==> src/rtl/sid_audio_decim.sv <==
// SID output stage: boxcar decimator, optional one-pole DC blocker, 16-bit saturation
// and a small output FIFO with valid/ready handshake and sticky overflow flag.
module sid_audio_decim #(
   parameter int unsigned DECIM_LOG2 = 4,
   parameter int unsigned DCB_SHIFT  = 8,
   parameter int unsigned FIFO_DEPTH = 4
) (
   input  logic                             clk,
   input  logic                             reset_n,
   input  logic                             ce,
   input  logic signed [17:0]               audio_in,
   input  logic                             dc_en,
   input  logic                             ovf_clr,
   output logic signed [15:0]               out_data,
   output logic                             out_valid,
   input  logic                             out_ready,
   output logic                             overflow,
   output logic [$clog2(FIFO_DEPTH):0]      level
);

   localparam int unsigned AW = 18 + DECIM_LOG2;
   localparam int unsigned PW = $clog2(FIFO_DEPTH);
   localparam int unsigned LW = PW + 1;

   logic signed [AW-1:0]       r_acc;
   logic [DECIM_LOG2-1:0]      r_cnt;
   logic signed [17:0]         r_avg;
   logic                       r_avg_v;
   logic signed [17:0]         r_x_prev;
   logic signed [19:0]         r_y_prev;
   logic signed [19:0]         r_y;
   logic                       r_y_v;
   logic signed [15:0]         r_mem [FIFO_DEPTH];
   logic [PW-1:0]              r_wr;
   logic [PW-1:0]              r_rd;
   logic [LW-1:0]              r_level;
   logic                       r_ovf;

   logic signed [AW-1:0]       w_sum;
   logic signed [19:0]         w_ysh;
   logic signed [21:0]         w_dc_sum;
   logic signed [19:0]         w_dc_sat;
   logic signed [19:0]         w_y;
   logic signed [15:0]         w_s16;
   logic                       w_full;
   logic                       w_pop;
   logic                       w_push;
   logic                       w_wr_en;

   assign w_sum = r_acc + {{DECIM_LOG2{audio_in[17]}}, audio_in};

   // Wide intermediate so the 20-bit clamp sees the true sum
   assign w_ysh    = r_y_prev >>> DCB_SHIFT;
   assign w_dc_sum = {{4{r_avg[17]}}, r_avg} - {{4{r_x_prev[17]}}, r_x_prev}
                   + {{2{r_y_prev[19]}}, r_y_prev} - {{2{w_ysh[19]}}, w_ysh};

   always_comb begin
      w_dc_sat = w_dc_sum[19:0];
      if (w_dc_sum[21:19] != 3'b000 && w_dc_sum[21:19] != 3'b111) begin
         w_dc_sat = w_dc_sum[21] ? 20'sh80000 : 20'sh7FFFF;
      end
      w_y = dc_en ? w_dc_sat : {{2{r_avg[17]}}, r_avg};
   end

   // s16 = clamp16(y >>> 2): y[19:2] is 18 bits, saturate when top 3 bits disagree
   always_comb begin
      w_s16 = r_y[17:2];
      if (r_y[19:17] != 3'b000 && r_y[19:17] != 3'b111) begin
         w_s16 = r_y[19] ? 16'sh8000 : 16'sh7FFF;
      end
   end

   assign w_full  = (r_level == LW'(FIFO_DEPTH));
   assign w_pop   = (r_level != '0) && out_ready;
   assign w_push  = r_y_v;
   assign w_wr_en = w_push && (!w_full || w_pop);

   always_ff @(posedge clk or negedge reset_n) begin
      if (!reset_n) begin
         r_acc    <= '0;
         r_cnt    <= '0;
         r_avg    <= '0;
         r_avg_v  <= 1'b0;
         r_x_prev <= '0;
         r_y_prev <= '0;
         r_y      <= '0;
         r_y_v    <= 1'b0;
         r_wr     <= '0;
         r_rd     <= '0;
         r_level  <= '0;
         r_ovf    <= 1'b0;
         for (int i = 0; i < FIFO_DEPTH; i++) r_mem[i] <= '0;
      end else begin
         r_avg_v <= 1'b0;
         if (ce) begin
            if (&r_cnt) begin
               r_avg   <= w_sum[AW-1:DECIM_LOG2];
               r_avg_v <= 1'b1;
               r_acc   <= '0;
               r_cnt   <= '0;
            end else begin
               r_acc <= w_sum;
               r_cnt <= r_cnt + DECIM_LOG2'(1);
            end
         end

         r_y_v <= r_avg_v;
         if (r_avg_v) begin
            r_x_prev <= r_avg;
            r_y_prev <= dc_en ? w_y : '0;
            r_y      <= w_y;
         end

         if (w_wr_en) begin
            r_mem[r_wr] <= w_s16;
            r_wr        <= r_wr + PW'(1);
         end
         if (w_pop) r_rd <= r_rd + PW'(1);
         if (w_wr_en && !w_pop)      r_level <= r_level + LW'(1);
         else if (!w_wr_en && w_pop) r_level <= r_level - LW'(1);

         if (w_push && w_full && !w_pop) r_ovf <= 1'b1;
         else if (ovf_clr)               r_ovf <= 1'b0;
      end
   end

   assign out_data  = r_mem[r_rd];
   assign out_valid = (r_level != '0);
   assign overflow  = r_ovf;
   assign level     = r_level;

endmodule
==> config.mk <==
export PLATFORM = sky130hd
export DESIGN_NAME = sid_audio_decim
export DESIGN_NICKNAME = d
export VERILOG_FILES = /design/src/rtl/sid_audio_decim.sv
export SDC_FILE = /design/constraint.sdc
export NUM_CORES = 1
export LEC_CHECK = 0
export ABC_AREA = 1
export BUFFER_PORTS_ARGS = -buffer_cell sky130_fd_sc_hd__buf_4
export CAP_MARGIN = 20
export CELL_PAD_IN_SITES_DETAIL_PLACEMENT = 1
export CELL_PAD_IN_SITES_GLOBAL_PLACEMENT = 1
export CORE_ASPECT_RATIO = 1.25
export CORE_MARGIN = 2
export CORE_UTILIZATION = 52
export CTS_CLUSTER_DIAMETER = 120
export DETAILED_ROUTE_END_ITERATION = 10
export PLACE_DENSITY = 0.95
export SLEW_MARGIN = 20
export SYNTH_ARGS = -nofsm -noshare
export SYNTH_HDL_FRONTEND = slang
export SYNTH_SLANG_ARGS = --single-unit
==> constraint.sdc <==
create_clock -name clk -period 10.3 [get_ports clk]
set_input_delay 0.515 -clock clk [delete_from_list [all_inputs] [get_ports clk]]
set_output_delay 0.515 -clock clk [all_outputs]
set_load 0.01 [all_outputs]
==> results of run 1 <==
-- sequential cells by signal, indices dropped and copies added (netlist names) --
name	cells
r_y_prev	20
r_avg_v	1
overflow	1
r_x_prev	18
level	3
r_mem	64
r_y_v	1
r_rd	2
r_y	18
r_avg	18
r_wr	2
r_acc	22
r_cnt	4
-- worst paths after layout --
| path | start | to | slack (ps) | cells past startpoint |
|---|---|---|---|---|
| min in group clk | ovf_clr | overflow$_DFFE_PN0P_ | 240 | 2 |
| max reg2reg | r_y_prev[19]$_DFFE_PN0P_ | r_y[15]$_DFFE_PN0P_ | 5720 | 15 |
| max in group asynchronous | reset_n | r_x_prev[16]$_DFFE_PN0P_ | 8910 | 2 |
| min reg2reg | r_y_prev[1]$_DFFE_PN0P_ | r_y_prev[1]$_DFFE_PN0P_ | 490 | 2 |
| min | reset_n | level[0]$_DFFE_PN0P_ | 100 | 1 |
| max | r_y_prev[19]$_DFFE_PN0P_ | r_y[15]$_DFFE_PN0P_ | 5720 | 15 |
-- cells by family (layout without fill, tap and decap cells) --
| family | Yosys count | after routing |
|---|---|---|
| simple gates | 537 | 537 |
| flops | 174 | 174 |
| fa+ha+maj | 89 | 89 |
| buf+inv | 197 | 241 |
| compound gates | 191 | 191 |
| mux | 61 | 61 |
| other cells | 0 | 1 |
| xor+xnor | 30 | 30 |
-- cells in the final DEF (no fill, tap or decap), types with 46 or more instances in the layout --
cell and instances:
sky130_fd_sc_hd__nand2_1 308, sky130_fd_sc_hd__dfrtp_1 173, sky130_fd_sc_hd__inv_1 157, sky130_fd_sc_hd__nor2_1 80
sky130_fd_sc_hd__o21ai_0 76, sky130_fd_sc_hd__nand3_1 67, sky130_fd_sc_hd__a21oi_1 67, sky130_fd_sc_hd__mux2_2 61
sky130_fd_sc_hd__ha_1 49, sky130_fd_sc_hd__buf_4 46
-- routing by layer --
layer	part of all wire, %	wire length, um	vias to the layer above	GRT usage, %
met5	0	0	-	0
met2	50	19800	540	62.7
met4	8.8	3490	0	27.2
li1	-	-	4227	-
met3	5.7	2270	241	6.81
met1	35	13900	4943	38.3
-- layout make-up --
type	count	area [sq um]	share of cell area, %
tap	274	343	2.80
multi-input combinational	908	5940	48.5
clock inverter	15	193	1.58
inverter	161	607	4.96
sequential	174	4360	35.6
clock buffer	17	425	3.48
antenna	1	2.50	0.0205
timing repair buffer	48	368	3.01
-- through the flow --
| step | instance area [sq um] | hold WS [ps] | setup slack (ps) | instances |
|---|---|---|---|---|
| global placement | 11600 | 468 | 6360 | 1565 |
| finish | 12200 | 96.9 | 5720 | 1598 |
| CTS | 12200 | 176 | 5850 | 1597 |
| floorplan | 11100 | 219 | 7030 | 1279 |
| detailed placement | 11600 | 480 | 6010 | 1565 |
| global route | 12200 | 167 | 5590 | 1597 |
-- critical path, cell delays in order (launching register included) --
cell                      delay (ps)
sky130_fd_sc_hd__dfrtp_1         590
sky130_fd_sc_hd__inv_1           130
sky130_fd_sc_hd__fa_1            500
sky130_fd_sc_hd__inv_1            80
sky130_fd_sc_hd__fa_1            520
sky130_fd_sc_hd__inv_1            50
sky130_fd_sc_hd__ha_1            360
sky130_fd_sc_hd__nand2_1         190
sky130_fd_sc_hd__nor2_1           90
sky130_fd_sc_hd__a21oi_1         330
sky130_fd_sc_hd__nand3_2         190
sky130_fd_sc_hd__nand2_1         130
sky130_fd_sc_hd__nand2_1          70
sky130_fd_sc_hd__nand2_1         130
sky130_fd_sc_hd__nand3_2         660
sky130_fd_sc_hd__nand3_1         410
==> results.md, run 1 <==
Floorplanning:
- The core region is approximately 21,000 sq um.
- The die covers ~23,000 sq um.
- During I/O placement, the number of pins put on the boundary was 45.
- The initial utilization of the core area, before any placement, comes to 53.1%.
- In this run the core area contains 59 standard-cell rows.
- The chip height is 167 um.
- The overall die width is 135 um.

Synth:
- When the netlist entered floorplanning its net count stood at between 1,000 and 1,500.
- The register bit total from synthesis is 174.
- The cell type with the highest aggregate area in the netlist is sky130_fd_sc_hd__dfrtp_1.
- Each instance of the synthesized netlist takes up on average slightly below 9 sq um.
- By area, the combinational part of the netlist is dominated by simple AND/OR/NAND/NOR gates.
- The portion of synthesized area spent on multiplexers is 6.19%.
- In this run the cell area of the synthesized design comes to ~11,000 sq um.
- The basic-gate share of the synthesized area counting and, or, nand and nor cells is 22.7%.
- By count the netlist is led by sky130_fd_sc_hd__nand2_1 (308), sky130_fd_sc_hd__dfrtp_1 (174), sky130_fd_sc_hd__inv_1 (157).
- After Yosys synthesis, full adders, half adders and majority gates account for approximately an eighth of the synthesized area.
- The commonest register cell after synthesis is sky130_fd_sc_hd__dfrtp_1.
- Synthesis produced a netlist whose cell count is between 1,000 and 1,500.
- The xor and xnor fraction of the mapped netlist area is 2.37%.
- The fraction of registers with async set/reset is 100%.
- During synthesis, Yosys emitted a total of 0 warnings.
- The synthesized-area fraction occupied by ao, oa, aoi and oai cells is a little under a tenth.
- In this run, distinct cell masters in the synthesized netlist total 48.
- In this run, synthesis inferred 0 flip-flops with an integrated enable.
- Summed over its instances, the top area cell type makes up roughly two fifths of the synthesized netlist area.
- The sequential element share of the synthesized area is 39.2%.
- The most common cell in the synthesized netlist is sky130_fd_sc_hd__nand2_1.
- In the post-synthesis netlist, the biggest area contributors are sky130_fd_sc_hd__dfrtp_1 (39%), sky130_fd_sc_hd__nand2_1 (10%), sky130_fd_sc_hd__fa_1 (7.2%), sky130_fd_sc_hd__mux2_2 (6.2%), sky130_fd_sc_hd__ha_1 (5.5%).

Routing:
- The number of remaining DRC errors is 0.
- The residual antenna-violating net count after detailed routing is 0.
- The DRC marker count from the first detailed-route iteration is about 730.
- The number of vias after detailed routing is 9,951.
- The mean routed wirelength per cell is ~25 um.
- The first detailed-routing pass took 6 iterations.
- The number of vias per cell after detailed routing is roughly 6.2.
- The final wirelength is slightly below 40,000 um.

Worst setup path:
- For the worst setup path, the data required time is 10,650 ps.
- The kind of end point of the critical path is a flip-flop.
- STA classifies the critical path startpoint as a flip-flop.
- The critical path is of the reg -> reg type.
- The largest driver fanout on the critical path is 30.
- The critical path data arrival time is about 5000 ps.

Clocking:
- The number of buffers added by the clock tree synthesis step is 17.
- No sink is reached through more buffers than the 2 on the longest clock path.
- Once the clock tree was built, the resizer swapped 0 gates to a different size.
- After clock tree synthesis, the flow added hold-fix buffers numbering 0.
- Clock-pin slew was measured on the worst setup and hold paths at 90 ps.
- TritonCTS built the clock tree.
- The total number of clock tree sinks is 174.
- Clock latency on the worst-skew pair, taken at its later pin, is approximately 470 ps.
- The H-tree was split into 4 levels.
- The cell at the root of the clock tree is sky130_fd_sc_hd__clkbuf_16.
- The setup fix buffers added after clock tree synthesis is 0.

Finish:
- In the final layout, the share of cells above drive strength 1 is between 10 and 15%.
- The relative area change from synthesis to final layout is 10.2%.
- The net count reported at finish is about 1,400.
- The number of filler instances in the final layout is 2,420.
- For this run, the share of the core covered by cells in the final layout is 58.5%.

GRT:
- After global routing the overflow that remains totals 0.
- The first-pass GRT wire length is roughly 62,000 um.
- Entering global routing, the biggest net connects 97 pins.
- The via count of the first global-routing pass came to 11,206.
- The initial antenna violation count is 1.
- Across every metal layer, demand over resource in global routing totals between 30% and 40%.

Timing:
- The worst-case clock skew is 21.4 ps.
- Setup repair after global routing left no endpoint under its margin.
- The max-slew violation count came to 0.
- The worst path in the final design needs a cycle of about 4600 ps, including I/O delays and setup.
- The relative max-transition margin is between 30% and 40%.
- Setup violations remaining at the end of the flow were counted as 0.
- For the pin with the worst max-slew slack, the measured transition is between 1000 and 1500 ps.
- The peak clock frequency supported by timing is approximately 0.22 GHz.
- After layout, the worst path uses between 40% and 50% of the clock period.
- Setup total negative slack on the finished layout was measured at 0 ps.
- The final count of hold timing violations is 0.

Min path:
- The class of the tightest hold or removal check is in -> async.

Place:
- In this run the tool buffered the top-level ports with 44 buffer cells.
- The final RePlAce weighted congestion is between 0.9 and 1.
- The detailed placer's ending HPWL is roughly 25,000 um.

Run status:
- The run finished with clean final reports.

Job:
- The reported max-cap violation count is 0.
Power of run 1 is not shown: default switching activity piles up to over one toggle a cycle in this logic, so the estimate is an artifact.
==> run 2, diff against run 1 <==
--- a/config.mk
+++ b/config.mk
@@ -12,10 +12,10 @@
 export CELL_PAD_IN_SITES_GLOBAL_PLACEMENT = 1
 export CORE_ASPECT_RATIO = 1.25
 export CORE_MARGIN = 2
-export CORE_UTILIZATION = 52
+export CORE_UTILIZATION = 44
 export CTS_CLUSTER_DIAMETER = 120
 export DETAILED_ROUTE_END_ITERATION = 10
-export PLACE_DENSITY = 0.95
+export PLACE_DENSITY = 0.87
 export SLEW_MARGIN = 20
 export SYNTH_ARGS = -nofsm -noshare
 export SYNTH_HDL_FRONTEND = slang
==> constraint.sdc (replaced) <==
create_clock -name clk -period 3.8 [get_ports clk]
set_input_delay 0.19 -clock clk [delete_from_list [all_inputs] [get_ports clk]]
set_output_delay 0.19 -clock clk [all_outputs]
set_load 0.01 [all_outputs]
==> run 2 against run 1 <==
Net effect:
- final cell count increased by 4.8%
- maximum frequency rose by 26%
- via count decreased by 5.4%
- flip-flop and latch count did not move
- core utilization fell by 8.7 points
- routed wire length is 9.9% lower
- clock skew shrank 4.8 ps
- critical endpoint is now r_y_prev[18]$_DFFE_PN0P_
==> results.md, run 2 (synthesis gave the netlist of run 1 again) <==
Place:
- The final RePlAce weighted congestion is 0.927 (+1.5%).
- The port buffer count is 44 (unchanged).
- The detailed placer's ending HPWL was 24,900 um (-1.4%).

Floorplanning:
- The number of placement rows is 65 (+10%).
- The effective utilization at floorplan is 44.3% (-8.8 points).
- The number of top-level design ports is 45 (unchanged).
- The area inside the core boundary is 25,000 sq um (+20%).
- The chip height came to 182 um (+8.5%).
- The area of the die is 26,500 sq um (+18%).
- The overall die width is 146 um (+8.5%).

Finish:
- The largest registers in the layout are r_mem (64), r_acc (22), r_y_prev (20).
- The fraction of layout instances using a drive strength above 1 is 16.3% (+1.5 points).
- The final antenna diode count is 0 (-1).
- The number of filler instances in the final layout is 2,991 (+24%).
- In the layout the commonest cells are sky130_fd_sc_hd__nand2_1 (303), sky130_fd_sc_hd__dfrtp_1 (174), sky130_fd_sc_hd__inv_1 (156).
- The net count reported at finish is 1,439 (+1.1%).
- The relative area change from synthesis to final layout is 12.6%.
- The register containing the most flip-flops in the final layout is r_mem.
- The flip-flop count of the largest register after layout is 64 (unchanged).
- The most common cell after layout, fill and taps aside is sky130_fd_sc_hd__nand2_1.

Timing:
- The final count of hold timing violations was 0 (unchanged).
- The peak clock frequency supported by timing is 0.275 GHz (+26%).
- The max-slew violation count is 0 (unchanged).
- The count of endpoints failing setup in the final report is 0 (unchanged).
- The transition time of the tightest slew-check pin came to 1010 ps (+0.255 ps).
- The relative max-transition margin came to 31.9% (-0.40 points).
- The post-route fraction of the period consumed by the critical path is 95.5% (+51 points).
- The shortest period the worst path allows is 3630 ps (-947 ps).
- The worst slack on hold paths is 65.6 ps (-31.2 ps).
- The setup TNS came to 0 ps (unchanged).
- The worst-case clock skew is 16.6 ps (-4.80 ps).

Routing:
- The number of vias after detailed routing is 9,409 (-5.4%).
- The number of detailed-routing iterations run before antenna repair is 5 (-1).
- The residual antenna-violating net count after detailed routing is 0 (unchanged).
- The mean routed wirelength per cell came to 21.2 um (-14%).
- The final wirelength is 35,500 um (-9.9%).
- The DRC marker count from the first detailed-route iteration is 555 (-24%).
- The number of vias per cell after detailed routing came to 5.62 (-9.7%).
- The number of remaining DRC errors is 0 (unchanged).

GRT:
- The largest net degree at the start of global routing is 116 (+20%).
- The global-route congestion overflow total was 0 (unchanged).
- The initial antenna violation count was 0 (-1).
- The first-pass GRT wire length is 55,700 um (-10%).
- The total routing usage reported by global routing was 26.8% (-9.2 points).
- The via count of the first global-routing pass came to 10,498 (-6.3%).

Clocking:
- The clock slew at the register clock pins of the worst setup and hold paths came to 80 ps (about the same).
- The clock latency of the later-clocked register in the worst-skew pair is 450 ps (-20 ps).
- The number of buffers added by the clock tree synthesis step came to 17 (unchanged).
- The H-tree depth came to 4 (unchanged).
- The root buffer cell chosen for the clock tree is sky130_fd_sc_hd__clkbuf_16.
- The total number of clock tree sinks is 174 (unchanged).
- The buffer levels on the longest clock path is 2 (unchanged).
- The CTS tree is built.

Worst setup path:
- The reg2reg setup slack was 170 ps (-5550 ps).
- The setup path with the least slack is of type reg -> reg.
- The element type at the critical path start is a flip-flop.
- The largest driver fanout on the critical path is 7 (-77%).
- The critical path data arrival time came to 3960 ps (-970 ps).
- The kind of end point of the critical path is a flip-flop.
- The data required time of the worst path is 4130 ps (-6520 ps).

Min path:
- The class of the tightest hold or removal check is in -> reg.

Job:
- The reported max-cap violation count was 0 (unchanged).

Run status:
- The run finished with clean final reports.
-- run 2: cell count changes in the layout (fill, tap and decap cells not counted), sizes merged --
cell | previous run | this run
clkinvlp | 1 | 2
inv | 166 | 167
clkinv | 8 | 4
dlygate4sd3 | 0 | 3
clkbuf | 17 | 21
buf | 48 | 59
diode | 1 | 0
-- run 2: through the flow --
| step | cells | cell area, sq um | util [%] | worst slack (ps) |
|---|---|---|---|---|
| CTS | 1667 | 12400 | 49.3 | 5.10 |
| finish | 1674 | 12500 | 49.9 | 170 |
| global placement | 1632 | 11700 | 46.9 | 264 |
| detailed placement | 1632 | 11700 | 46.9 | 188 |
| floorplan | 1279 | 11100 | - | 531 |
| global route | 1674 | 12500 | 49.9 | -48.5 |
-- run 2: final timing paths --
check | from | endpoint | depth (start not counted)
max | r_y_prev[19]$_DFFE_PN0P_ | r_y_prev[18]$_DFFE_PN0P_ | 15
min | out_ready | r_rd[0]$_DFFE_PN0P_ | 3
max reg2reg | r_y_prev[19]$_DFFE_PN0P_ | r_y_prev[18]$_DFFE_PN0P_ | 15
min reg2reg | r_acc[17]$_DFFE_PN0P_ | r_acc[17]$_DFFE_PN0P_ | 2
max in group asynchronous | reset_n | r_acc[11]$_DFFE_PN0P_ | 3
min in group asynchronous | reset_n | level[1]$_DFFE_PN0P_ | 2
-- run 2: routing by layer --
layer	track usage (%)	vias to the layer above	wire [um]
met3	3.89	105	1270
met4	15.3	0	2030
li1	-	4255	-
met1	29.3	4795	13700
met5	0	-	0
met2	49.5	254	18600
-- run 2: area by class of cell --
| cell class | instances | area, sq um | share of cell area [%] |
|---|---|---|---|
| Sequential cell | 174 | 4350 | 34.9 |
| Timing Repair Buffer | 64 | 549 | 4.40 |
| Clock buffer | 19 | 433 | 3.47 |
| Clock inverter | 13 | 148 | 1.18 |
| Tap cell | 335 | 419 | 3.36 |
| Multi-Input combinational cell | 908 | 5980 | 47.9 |
| Inverter | 161 | 607 | 4.86 |
-- run 2: what timing repair did --
item,in CTS,in global routing
resized for setup,0,15
buffers inserted,0,6
hold buffers,3,0
endpoints found under the setup margin,0,36
endpoints found under the hold margin,116,0
-- run 2: critical path: stages (launching register included) --
cell and delay, ps:
sky130_fd_sc_hd__dfrtp_1 380, sky130_fd_sc_hd__buf_4 180, sky130_fd_sc_hd__fa_1 470, sky130_fd_sc_hd__fa_1 550, sky130_fd_sc_hd__inv_1 70, sky130_fd_sc_hd__ha_2 370, sky130_fd_sc_hd__nand2_1 120, sky130_fd_sc_hd__inv_1 110
sky130_fd_sc_hd__nand3_1 100, sky130_fd_sc_hd__nor3_1 320, sky130_fd_sc_hd__nand3b_1 180, sky130_fd_sc_hd__nand3_1 130, sky130_fd_sc_hd__xor2_1 140, sky130_fd_sc_hd__nand3_1 180, sky130_fd_sc_hd__nand2_2 120, sky130_fd_sc_hd__nand2_1 70
Power of run 2 is left out for the same reason.
